### src/rtl/dtm_regs_param_if.sv
// DMI request/response bundle between the DTM register block and the DMI
// clock-domain crossing.
//
// Parameter: ABITS - DMI address width.
//
// master (DTM side): drives req_addr, req_data, req_op, req_valid, resp_ready;
//                    samples req_ready, resp_data, resp_resp, resp_valid.
// slave  (CDC side): the reverse.
interface dtm_regs_param_if #(
    parameter int ABITS = 7
);
    logic [ABITS-1:0] req_addr;
    logic [31:0]      req_data;
    logic [1:0]       req_op;
    logic             req_valid;
    logic             req_ready;
    logic [31:0]      resp_data;
    logic [1:0]       resp_resp;
    logic             resp_valid;
    logic             resp_ready;

    modport master (
        output req_addr, req_data, req_op, req_valid, resp_ready,
        input  req_ready, resp_data, resp_resp, resp_valid
    );

    modport slave (
        input  req_addr, req_data, req_op, req_valid, resp_ready,
        output req_ready, resp_data, resp_resp, resp_valid
    );
endinterface

### src/rtl/dtm_regs_param.sv
// Parametrised DTM register block: DTMCS and DMIACCESS shift/data registers
// between the JTAG TAP and the DMI CDC, one outstanding DMI request at a time,
// sticky dmistat errors, dmireset and dmihardreset.
//
// Optional build macro: DTM_RESP_TIMEOUT_EN adds a response watchdog that
// abandons a request after TIMEOUT_CYCLES cycles in REQ/WAIT.
//
// Ports:
//   tck_i            JTAG clock (only clock)
//   trst_i           synchronous active-high reset
//   capture_i        TAP Capture-DR
//   shift_i          TAP Shift-DR
//   update_i         TAP Update-DR
//   tdi_i            serial data in
//   dtmcs_select_i   IR selects DTMCS (wins over dmi_select_i)
//   dmi_select_i     IR selects DMIACCESS
//   jtag_dmi_clear_i TAP test-logic-reset clear
//   tdo_o            serial data out
//   dmi_clear_o      clear request to CDC/DM
//   dmi              DMI request/response bundle (master side)
//
// state   | meaning
// --------+------------------------------------------------
// ST_IDLE | no request outstanding
// ST_REQ  | req_valid high, waiting for req_ready
// ST_WAIT | request accepted, waiting for resp_valid
module dtm_regs_param #(
    parameter int ABITS          = 7,
    parameter int IDLE_CYCLES    = 1,
    parameter int TIMEOUT_CYCLES = 1024
) (
    input  logic             tck_i,
    input  logic             trst_i,
    input  logic             capture_i,
    input  logic             shift_i,
    input  logic             update_i,
    input  logic             tdi_i,
    input  logic             dtmcs_select_i,
    input  logic             dmi_select_i,
    input  logic             jtag_dmi_clear_i,
    output logic             tdo_o,
    output logic             dmi_clear_o,
    dtm_regs_param_if.master dmi
);
    localparam int         DMI_W       = ABITS + 34;
    localparam logic [1:0] OP_READ     = 2'd1;
    localparam logic [1:0] OP_WRITE    = 2'd2;
    localparam logic [1:0] ERR_NONE    = 2'd0;
    localparam logic [1:0] ERR_FAILED  = 2'd2;
    localparam logic [1:0] ERR_BUSY    = 2'd3;
    localparam logic [31:0] DATA_FAILED = 32'hB051B051;
    localparam logic [31:0] DATA_BUSY   = 32'hDEADBEEF;

    if (TIMEOUT_CYCLES < 2) begin : g_timeout_chk
        $error("TIMEOUT_CYCLES must be at least 2");
    end

    typedef enum logic [1:0] {
        ST_IDLE,
        ST_REQ,
        ST_WAIT
    } state_e;

    state_e           state_q, state_d;
    logic [31:0]      dtmcs_sr_q, dtmcs_sr_d;
    logic [DMI_W-1:0] dmi_sr_q, dmi_sr_d;
    logic [ABITS-1:0] addr_q, addr_d;
    logic [31:0]      data_q, data_d;
    logic [1:0]       op_q, op_d;
    logic [1:0]       error_q, error_d;

    logic             busy;
    logic             dmi_sel;
    logic             hard_clear;
    logic             dmireset;
    logic             set_busy;
    logic             set_failed;
    logic             tmo_fire;
    logic [ABITS-1:0] upd_addr;
    logic [31:0]      upd_data;
    logic [1:0]       upd_op;

`ifdef DTM_RESP_TIMEOUT_EN
    localparam int            TW       = $clog2(TIMEOUT_CYCLES);
    localparam logic [TW-1:0] TMO_LOAD = TW'(TIMEOUT_CYCLES - 1);
    // cycles remaining before the watchdog fires; reloaded while idle
    logic [TW-1:0] tmo_cnt_q, tmo_cnt_d;
`else
    assign tmo_fire = 1'b0;
`endif

    assign busy       = (state_q != ST_IDLE);
    assign dmi_sel    = dmi_select_i & ~dtmcs_select_i;
    assign upd_addr   = dmi_sr_q[DMI_W-1:34];
    assign upd_data   = dmi_sr_q[33:2];
    assign upd_op     = dmi_sr_q[1:0];
    assign hard_clear = jtag_dmi_clear_i | (dtmcs_select_i & update_i & dtmcs_sr_q[17]);
    assign dmireset   = dtmcs_select_i & update_i & dtmcs_sr_q[16];

    assign dmi_clear_o = hard_clear | tmo_fire;
    assign tdo_o       = dtmcs_select_i ? dtmcs_sr_q[0] : dmi_sr_q[0];

    assign dmi.req_valid  = (state_q == ST_REQ);
    assign dmi.req_addr   = addr_q;
    assign dmi.req_data   = data_q;
    assign dmi.req_op     = op_q;
    assign dmi.resp_ready = 1'b1;

    always_comb begin
        state_d    = state_q;
        dtmcs_sr_d = dtmcs_sr_q;
        dmi_sr_d   = dmi_sr_q;
        addr_d     = addr_q;
        data_d     = data_q;
        op_d       = op_q;
        error_d    = error_q;
        set_busy   = 1'b0;
        set_failed = 1'b0;
`ifdef DTM_RESP_TIMEOUT_EN
        tmo_cnt_d  = tmo_cnt_q;
        tmo_fire   = 1'b0;
`endif

        if (dtmcs_select_i) begin
            if (capture_i) begin
                dtmcs_sr_d = {14'b0, 1'b0, 1'b0, 1'b0, 3'(IDLE_CYCLES), error_q,
                              6'(ABITS), 4'd1};
            end else if (shift_i) begin
                dtmcs_sr_d = {tdi_i, dtmcs_sr_q[31:1]};
            end
        end

        if (dmi_sel) begin
            if (capture_i) begin
                // capturing while a request is in flight reports busy and makes it sticky
                dmi_sr_d = {addr_q, data_q, busy ? ERR_BUSY : error_q};
                set_busy = busy;
            end else if (shift_i) begin
                dmi_sr_d = {tdi_i, dmi_sr_q[DMI_W-1:1]};
            end else if (update_i && error_q == ERR_NONE) begin
                if (busy) begin
                    set_busy = 1'b1;
                end else if (upd_op == OP_READ || upd_op == OP_WRITE) begin
                    addr_d  = upd_addr;
                    op_d    = upd_op;
                    state_d = ST_REQ;
                    if (upd_op == OP_WRITE) begin
                        data_d = upd_data;
                    end
                end
            end
        end

        case (state_q)
            ST_REQ: begin
                if (dmi.req_ready) begin
                    state_d = ST_WAIT;
                end
            end
            ST_WAIT: begin
                if (dmi.resp_valid) begin
                    state_d = ST_IDLE;
                    case (dmi.resp_resp)
                        2'd0: begin
                            if (op_q == OP_READ) begin
                                data_d = dmi.resp_data;
                            end
                        end
                        2'd3: begin
                            set_busy = 1'b1;
                            data_d   = DATA_BUSY;
                        end
                        default: begin
                            set_failed = 1'b1;
                            data_d     = DATA_FAILED;
                        end
                    endcase
                end
            end
            default: ;
        endcase

`ifdef DTM_RESP_TIMEOUT_EN
        if (state_q == ST_IDLE) begin
            tmo_cnt_d = TMO_LOAD;
        end else if ((state_q == ST_REQ && dmi.req_ready) ||
                     (state_q == ST_WAIT && dmi.resp_valid)) begin
            tmo_cnt_d = (tmo_cnt_q != '0) ? tmo_cnt_q - 1'b1 : tmo_cnt_q;
        end else if (tmo_cnt_q == '0) begin
            tmo_fire   = 1'b1;
            state_d    = ST_IDLE;
            set_failed = 1'b1;
            data_d     = DATA_FAILED;
        end else begin
            tmo_cnt_d = tmo_cnt_q - 1'b1;
        end
`endif

        // hard clear > failed > busy > dmireset
        if (hard_clear) begin
            error_d = ERR_NONE;
        end else if (set_failed) begin
            error_d = ERR_FAILED;
        end else if (set_busy) begin
            error_d = ERR_BUSY;
        end else if (dmireset) begin
            error_d = ERR_NONE;
        end

        if (hard_clear) begin
            state_d  = ST_IDLE;
            addr_d   = '0;
            data_d   = '0;
            dmi_sr_d = '0;
        end
    end

    always_ff @(posedge tck_i) begin
        if (trst_i) begin
            state_q    <= ST_IDLE;
            dtmcs_sr_q <= '0;
            dmi_sr_q   <= '0;
            addr_q     <= '0;
            data_q     <= '0;
            op_q       <= OP_READ;
            error_q    <= ERR_NONE;
`ifdef DTM_RESP_TIMEOUT_EN
            tmo_cnt_q  <= TMO_LOAD;
`endif
        end else begin
            state_q    <= state_d;
            dtmcs_sr_q <= dtmcs_sr_d;
            dmi_sr_q   <= dmi_sr_d;
            addr_q     <= addr_d;
            data_q     <= data_d;
            op_q       <= op_d;
            error_q    <= error_d;
`ifdef DTM_RESP_TIMEOUT_EN
            tmo_cnt_q  <= tmo_cnt_d;
`endif
        end
    end
endmodule
### src/flat_wrapper.sv
// flat-port wrapper written by rule: the top's interface ports become plain ports
module dtm_regs_param_flat 
#(
    parameter int ABITS          = 7,
    parameter int IDLE_CYCLES    = 1,
    parameter int TIMEOUT_CYCLES = 1024
)
  (tck_i, trst_i, capture_i, shift_i, update_i, tdi_i, dtmcs_select_i, dmi_select_i, jtag_dmi_clear_i, tdo_o, dmi_clear_o, dmi_req_addr, dmi_req_data, dmi_req_op, dmi_req_valid, dmi_resp_ready, dmi_req_ready, dmi_resp_data, dmi_resp_resp, dmi_resp_valid);
  dtm_regs_param_if #(.ABITS(ABITS)) dmi_i ();
  input  logic tck_i;
  input  logic trst_i;
  input  logic capture_i;
  input  logic shift_i;
  input  logic update_i;
  input  logic tdi_i;
  input  logic dtmcs_select_i;
  input  logic dmi_select_i;
  input  logic jtag_dmi_clear_i;
  output logic tdo_o;
  output logic dmi_clear_o;
  output wire logic [$bits(dmi_i.req_addr)-1:0] dmi_req_addr;
  output wire logic [$bits(dmi_i.req_data)-1:0] dmi_req_data;
  output wire logic [$bits(dmi_i.req_op)-1:0] dmi_req_op;
  output wire logic [$bits(dmi_i.req_valid)-1:0] dmi_req_valid;
  output wire logic [$bits(dmi_i.resp_ready)-1:0] dmi_resp_ready;
  input wire logic [$bits(dmi_i.req_ready)-1:0] dmi_req_ready;
  input wire logic [$bits(dmi_i.resp_data)-1:0] dmi_resp_data;
  input wire logic [$bits(dmi_i.resp_resp)-1:0] dmi_resp_resp;
  input wire logic [$bits(dmi_i.resp_valid)-1:0] dmi_resp_valid;
  assign dmi_req_addr = dmi_i.req_addr;
  assign dmi_req_data = dmi_i.req_data;
  assign dmi_req_op = dmi_i.req_op;
  assign dmi_req_valid = dmi_i.req_valid;
  assign dmi_resp_ready = dmi_i.resp_ready;
  assign dmi_i.req_ready = dmi_req_ready;
  assign dmi_i.resp_data = dmi_resp_data;
  assign dmi_i.resp_resp = dmi_resp_resp;
  assign dmi_i.resp_valid = dmi_resp_valid;
  dtm_regs_param #(.ABITS(ABITS), .IDLE_CYCLES(IDLE_CYCLES), .TIMEOUT_CYCLES(TIMEOUT_CYCLES)) u_core (.tck_i(tck_i), .trst_i(trst_i), .capture_i(capture_i), .shift_i(shift_i), .update_i(update_i), .tdi_i(tdi_i), .dtmcs_select_i(dtmcs_select_i), .dmi_select_i(dmi_select_i), .jtag_dmi_clear_i(jtag_dmi_clear_i), .tdo_o(tdo_o), .dmi_clear_o(dmi_clear_o), .dmi(dmi_i));
endmodule
### config.mk
export PLATFORM = sky130hd
export DESIGN_NAME = dtm_regs_param_flat
export DESIGN_NICKNAME = d
export VERILOG_FILES = /design/src/rtl/dtm_regs_param_if.sv /design/src/rtl/dtm_regs_param.sv /design/src/flat_wrapper.sv
export SDC_FILE = /design/constraint.sdc
export NUM_CORES = 1
export LEC_CHECK = 0
export ABC_AREA = 1
export CORE_AREA = 2 2 107 109
export CTS_CLUSTER_SIZE = 10
export DETAILED_ROUTE_END_ITERATION = 12
export DIE_AREA = 0 0 109 111
export GPL_TIMING_DRIVEN = 0
export PLACE_DENSITY = 0.76
export SLEW_MARGIN = 40
export SYNTH_ARGS = -nofsm -noshare
export SYNTH_HDL_FRONTEND = slang
export SYNTH_SLANG_ARGS = --single-unit
### constraint.sdc
create_clock -name tck_i -period 1.7 [get_ports tck_i]
set_input_delay 0.255 -clock tck_i [delete_from_list [all_inputs] [get_ports tck_i]]
set_output_delay 0.255 -clock tck_i [all_outputs]
set_load 0.01 [all_outputs]
## Word level (Yosys, flattened, before mapping)

Index checks and enable logic that the tools add are counted.

| storage, ports and cells | value |
|---|---|
| register bits | 118 |
| input port bits | 45 |
| output and inout port bits | 45 |
| logic and storage cells | 77 |

| cells by class | value |
|---|---|
| equal/unequal tests | 6 |
| muxes and demuxes | 40 |
| bitwise operators | 9 |
| reductions and logical operators | 14 |

Operators by type and width:

| kind | number |
|---|---|
| two-way mux 32 bit | 12 |
| two-way mux 41 bit | 2 |
| one-hot mux 32 bit (2 select lines) | 1 |
| two-way mux 2 bit | 12 |
| two-way mux 1 bit | 12 |
| == test 2 x 1 -> 1 bit (second input constant) | 3 |
| == test 2 bit (second input constant) | 3 |
| AND reduction 6 bit | 1 |
| nonzero test 2 bit | 3 |
| bitwise AND 1 bit | 4 |
| zero test 2 bit | 2 |
| inverter 1 bit | 4 |
| one-hot mux 2 bit (2 select lines) | 1 |
| AND reduction 2 bit | 2 |
| OR reduction 2 bit | 2 |
| nonzero test 3 bit | 1 |
| OR reduction 3 bit | 1 |
| logical AND 1 bit | 1 |
| logical OR 1 bit | 1 |
| bitwise OR 1 bit | 1 |

## Depth between registers and ports, before layout

Gate-level depths: netlist of the first run.

| logic depth | value |
|---|---|
| depth after elaboration | 12 |
| gate-level depth with buffers | 12 |
| mapped depth without buffers | 11 |

## Least setup slack after synthesis of the first run

Ideal clock, no wire load.

| timing | value |
|---|---|
| path kind | reg2reg |
| start | reg u_core.dmi_sr_q[0] |
| end | reg u_core.data_q[18] (netlist: u_core.dmi.req_data[18]) |
| library setup time | 0.111 ns |
| arrival | 1.428 ns |
| required time | 1.589 ns |
| setup slack | 0.161 ns |
| stages on the path, launching flop included | 10 |
| buffers on the path | 1 |
| period minus slack after synthesis | 1.539 ns |
| cells stage by stage | dfxtp_1 inv_1 ha_1 nor2_2 nand3_2 nor2_8 buf_8 nor2_2 nor2_1 nor2_1 |

| between the ends | value |
|---|---|
| word-level cells in the longest chain between the ends | 12 |
| elaborated cells between the ends (all ways) | 14 |
| those cells by class | 2 x eq/ne; 11 x mux; 1 x reduce/logical |

RTL lines:

| element | RTL line | source |
|---|---|---|
| start, declared | dtm_regs_param.sv:66 | `logic [DMI_W-1:0] dmi_sr_q, dmi_sr_d;` |
| start signal, assigned | dtm_regs_param.sv:233 | `dmi_sr_q <= dmi_sr_d;` |
| == test 2 bit or == test 2 x 1 -> 1 bit (tied branches) | dtm_regs_param.sv:143, dtm_regs_param.sv:147 |  |
| two-way mux 32 bit or logical OR 1 bit (tied branches) | dtm_regs_param.sv:147, dtm_regs_param.sv:143 |  |
| two-way mux 32 bit * | dtm_regs_param.sv:143 | `end else if (upd_op == OP_READ \|\| upd_op == OP_WRITE) begin` |
| two-way mux 32 bit * | dtm_regs_param.sv:141 | `if (busy) begin` |
| two-way mux 32 bit * | dtm_regs_param.sv:140 | `end else if (update_i && error_q == ERR_NONE) begin` |
| two-way mux 32 bit * | dtm_regs_param.sv:138 | `end else if (shift_i) begin` |
| two-way mux 32 bit * | dtm_regs_param.sv:134 | `if (capture_i) begin` |
| two-way mux 32 bit * | dtm_regs_param.sv:133 | `if (dmi_sel) begin` |
| two-way mux 32 bit | dtm_regs_param.sv:165 | `if (op_q == OP_READ) begin` |
| one-hot mux 32 bit (2 select lines) | dtm_regs_param.sv:163 | `case (dmi.resp_resp)` |
| two-way mux 32 bit | dtm_regs_param.sv:161 | `if (dmi.resp_valid) begin` |
| two-way mux 32 bit * | dtm_regs_param.sv:154 | `case (state_q)` |
| end signal, assigned | dtm_regs_param.sv:235 | `data_q <= data_d;` |
| end, declared | dtm_regs_param.sv:68 | `logic [31:0] data_q, data_d;` |

Mark *: on every way between the ends. The rest lies on a longest branch, timed or not.
A chain may end at the register's enable or synchronous reset.

## Worst setup path after layout of the first run

| timing | value |
|---|---|
| start | reg u_core.state_q[0] |
| end | reg u_core.data_q[31] (netlist: u_core.dmi.req_data[31]) |

| between the ends | value |
|---|---|
| word-level cells in the longest chain between the ends | 10 |
| elaborated cells between the ends (all ways) | 11 |
| those cells by class | 1 x eq/ne; 9 x mux; 1 x reduce/logical |

RTL lines:

| element | RTL line | source |
|---|---|---|
| start, declared | dtm_regs_param.sv:64 | `state_e state_q, state_d;` |
| start signal, assigned | dtm_regs_param.sv:231 | `state_q <= state_d;` |
| nonzero test 2 bit | dtm_regs_param.sv:92 | `assign busy = (state_q != ST_IDLE);` |
| two-way mux 32 bit | dtm_regs_param.sv:141 |  |
| two-way mux 32 bit | dtm_regs_param.sv:140 |  |
| two-way mux 32 bit | dtm_regs_param.sv:138 |  |
| two-way mux 32 bit | dtm_regs_param.sv:134 |  |
| two-way mux 32 bit | dtm_regs_param.sv:133 |  |
| two-way mux 32 bit | dtm_regs_param.sv:165 |  |
| one-hot mux 32 bit (2 select lines) | dtm_regs_param.sv:163 |  |
| two-way mux 32 bit | dtm_regs_param.sv:161 |  |
| two-way mux 32 bit * | dtm_regs_param.sv:154 |  |

Marked as above.

==> metrics.md, run 1 <==
| Metric | Value |
|---|---|
| Design area | 0.007526 mm2 |
| Via Count | 5932 |
| Worst hold slack | 0.4565 ns |
| Pwr Density | 850.1 mW/mm2 |
| Stages on worst setup path | 9 |
| CP Buf/Inv Count | 2 |
| Seq/Total Area, Yosys | 40.52% |
| Async set-reset flop share out of synthesis | 0% |
| Die Span Y | 111 um |
| Initial Util | 52.64% |
| Crit-path leading delay family | simple AND/OR/NAND/NOR gates |
| Final Hold Viols | 0 |
| Post-route minimum period | 1.644 ns |
| Cells on worst reg2reg path | 9 |
| Arrival time worst endpoint | 1.94 ns |
| Max-cap viol count | 0 |
| # hold bufs at CTS | 0 |
| Worst-path cell chain | inv_2 > ha_2 > nand2_4 > nor2_4 > nand2_1 > o21ai_4 > nand3_2 > nand2_1 > inv_1 |
| First-pass GRT wire length | 26.90 mm |
| Number of synthesized register bits | 118 |
| Worst path slowest cell | dfxtp_1 |
| Critical Path RT | 2.00 ns |
| Overall power | 6.398 mW |
| Port bufs | 88 |
| Slew headroom | 60.01% |
| Final #Nets | 1020 |
| # setup viols final | 0 |
| Clock sinks | 118 |
| Largest net degree at the start of global routing | 17 |
| Clock Latency Late Sink | 0.40 ns |
| Share of layout cells above drive strength 1 | 13.70% |
| Dominant synthesized flop cell | dfxtp_1 |
| I/O pin total | 90 |
| WS Path Type | flip-flop to flip-flop |
| Net Count, Synth | 908 |
| Peak supply drop | 0.6625 mV |
| Fin crit share | 96.71% |
| Row cnt | 39 |
| Status | completed |
| Critical path endpoint category | flip-flop |
| GRT Overall Usage | 28.17% |
| Worst-case clock buffer depth | 2 |
| Static Leakage | 3.073 nW |
| TNS Setup | 0 ns |
| Hold Path Depth | 2 |
| Mapped Cells | 857 |
| Critical Path Fanout Max | 8 |
| Core area | 0.01108 mm2 |
| CTS buffer count | 17 |
| Initial DRC Count | 391 |
| Routed Antenna Nets | 0 |
| Skew final | 0.006792 ns |
| Die area | 0.01210 mm2 |
| FF-to-FF setup slack | 0.06 ns |
| CTS tree | done |
| DR WL/cell | 15.00 um |
| Die Width | 109 um |
| Post-synth EDFFs | 0 |
| Hold/Removal Path Class | flip-flop to flip-flop |
| Warnings from Yosys | 0 |
| Vias/cell | 5.292 |
| Overflow after GRT | 0 |
| Pre-Repair DR Iteration Count | 5 |
| Clock root cell | clkbuf_16 |
| WL final | 16.82 mm |
| F_max | 0.6082 GHz |
| Synthesized area | 0.005831 mm2 |
| Pins Over Slew Limit | 0 |
| Worst-path clk slew | 0.05 ns |
| Number of diodes | 0 |
| Final HPWL DP | 11.88 mm |
| Drc violations | 0 |
| Placed Area | 0.006890 mm2 |
| Worst-margin pin slew | 0.5999 ns |
| Vias in the first global route | 5471 |
| Routability cong. | 0.9044 |
| Syn_area_per_cell | 6.803 um2 |
| Initial antenna violation count | 0 |
| H-tree depth | 4 |
| Slowest stage delay, CP | 0.32 ns |
| Worst path most repeated cell | nand2_1 |
| Area Overhead vs Synth | 29.08% |
| CP startpoint kind | flip-flop |
| Yosys cell types | 32 |
==> metrics by stage <==
step | setup slack (ns) | instances | util [%]
after floorplan | 0.1609 | 857 | -
after global placement | -0.5150 | 1088 | 62.20
after detailed placement | -0.5235 | 1088 | 62.20
after CTS | 0.008925 | 1119 | 67.12
after global routing | -0.007405 | 1121 | 67.94
final | 0.05589 | 1121 | 67.94
==> flip-flops by register name, summed over array words and instances (netlist names) <==
name                 flops
u_core.dmi.req_op        2
u_core.dtmcs_sr_q       32
u_core.error_q           2
u_core.state_q           2
u_core.dmi_sr_q         41
u_core.dmi.req_addr      7
u_core.dmi.req_data     32
==> metal layers <==
layer	up-vias	global-route usage (%)	share of wire [%]
li1	2983	-	-
met5	-	0	0
met2	197	45.47	47
met3	28	5.467	6.4
met4	0	9.658	2.3
met1	2724	37.34	45
==> where the power goes <==
group / switching (mW) / internal, mW
combinational: 0.302 / 0.187
clock: 1.18 / 1.92
sequential: 0.0124 / 2.79
==> path summary, 6_finish.rpt <==
path / startpoint / to
setup / recovery: u_core.state_q[0] / u_core.dmi.req_data[31]
hold / removal: u_core.dtmcs_sr_q[5] / u_core.dtmcs_sr_q[5]
setup reg to reg: u_core.state_q[0] / u_core.dmi.req_data[31]
hold reg to reg: u_core.dtmcs_sr_q[5] / u_core.dtmcs_sr_q[5]
==> Yosys cell counts (2+ instances only) <==
cell type    n  area share [%]
clkbuf_1    12            0.77
ha_1         6             1.3
inv_1       53             3.4
buf_6        2            0.39
nand3_1     73             6.3
inv_2       10            0.64
o211ai_1    12             1.5
o21ai_2      3            0.45
nand2_1    268              17
nor2_1      65             4.2
nand2_2      3            0.32
nand3_2      3            0.52
nor2_4       7             1.4
or2_2        3            0.32
dfxtp_1    118              41
nor2_8       3             1.0
nor2_2      14             1.5
o221ai_1     2            0.30
nand2_4      2            0.39
buf_4        8             1.0
buf_1        2            0.13
a21oi_1     91             7.8
o21ai_1     10            0.86
a31oi_1      2            0.21
buf_2       27             2.3
o21ai_0     52             4.5
==> area by class of cell <==
cell class | instances | area (um2)
buffer | 52 | 304.0
clock buffer | 22 | 474.2
clock inverter | 6 | 30.03
fill | 999 | 3551
inverter | 64 | 242.7
multi-input combinational | 622 | 3012
sequential | 118 | 2365
tap | 143 | 178.9
timing repair buffer | 94 | 919.6
==> repair_timing <==
item | in CTS | in global routing
buffers inserted | 3 | 3
setup endpoints to repair | 36 | 43
gates cloned | 0 | 0
hold endpoints to repair | 0 | 0
pin swaps | 4 | 4
gates resized for setup | 10 | 22
==> cell usage in the layout (no fill, tap or decap), types with 9 or more instances in the layout <==
| cell type | n |
|---|---|
| clkdlybuf4s50_1 | 83 |
| nor2_2 | 14 |
| dfxtp_1 | 116 |
| nand2_1 | 268 |
| clkbuf_1 | 12 |
| clkbuf_16 | 17 |
| inv_1 | 50 |
| buf_4 | 13 |
| nor2_1 | 63 |
| a21oi_1 | 91 |
| inv_2 | 13 |
| o21ai_1 | 10 |
| o21ai_0 | 51 |
| o211ai_1 | 12 |
| nor2_4 | 9 |
| buf_2 | 26 |
| nand3_1 | 72 |
==> cells by family after synthesis <==
kind of cell             Yosys count  synth area share, %
flip-flops                       118                40.52
buffers and inverters            117                9.142
AND/OR/NAND/NOR                  442                33.22
other                              1              0.06432
adder cells (fa/ha/maj)            6                1.288
AO/OA/AOI/OAI                    173                15.77
==> tightest hold or removal path, stage by stage, from the launching register on <==
cell and delay [ns]:
dfxtp_1 0.30, nand2_1 0.06, a21oi_1 0.05
No activity file was read; power rests on OpenSTA's default activity.
==> run 2: changes to the inputs <==
--- a/config.mk
+++ b/config.mk
@@ -12,6 +12,7 @@
 export DIE_AREA = 0 0 109 111
 export GPL_TIMING_DRIVEN = 0
 export PLACE_DENSITY = 0.76
+export SKIP_LAST_GASP = 1
 export SLEW_MARGIN = 40
 export SYNTH_ARGS = -nofsm -noshare
 export SYNTH_HDL_FRONTEND = slang
==> results of run 2 <==
Final layout, timing and power as in run 1 (identical DEF).
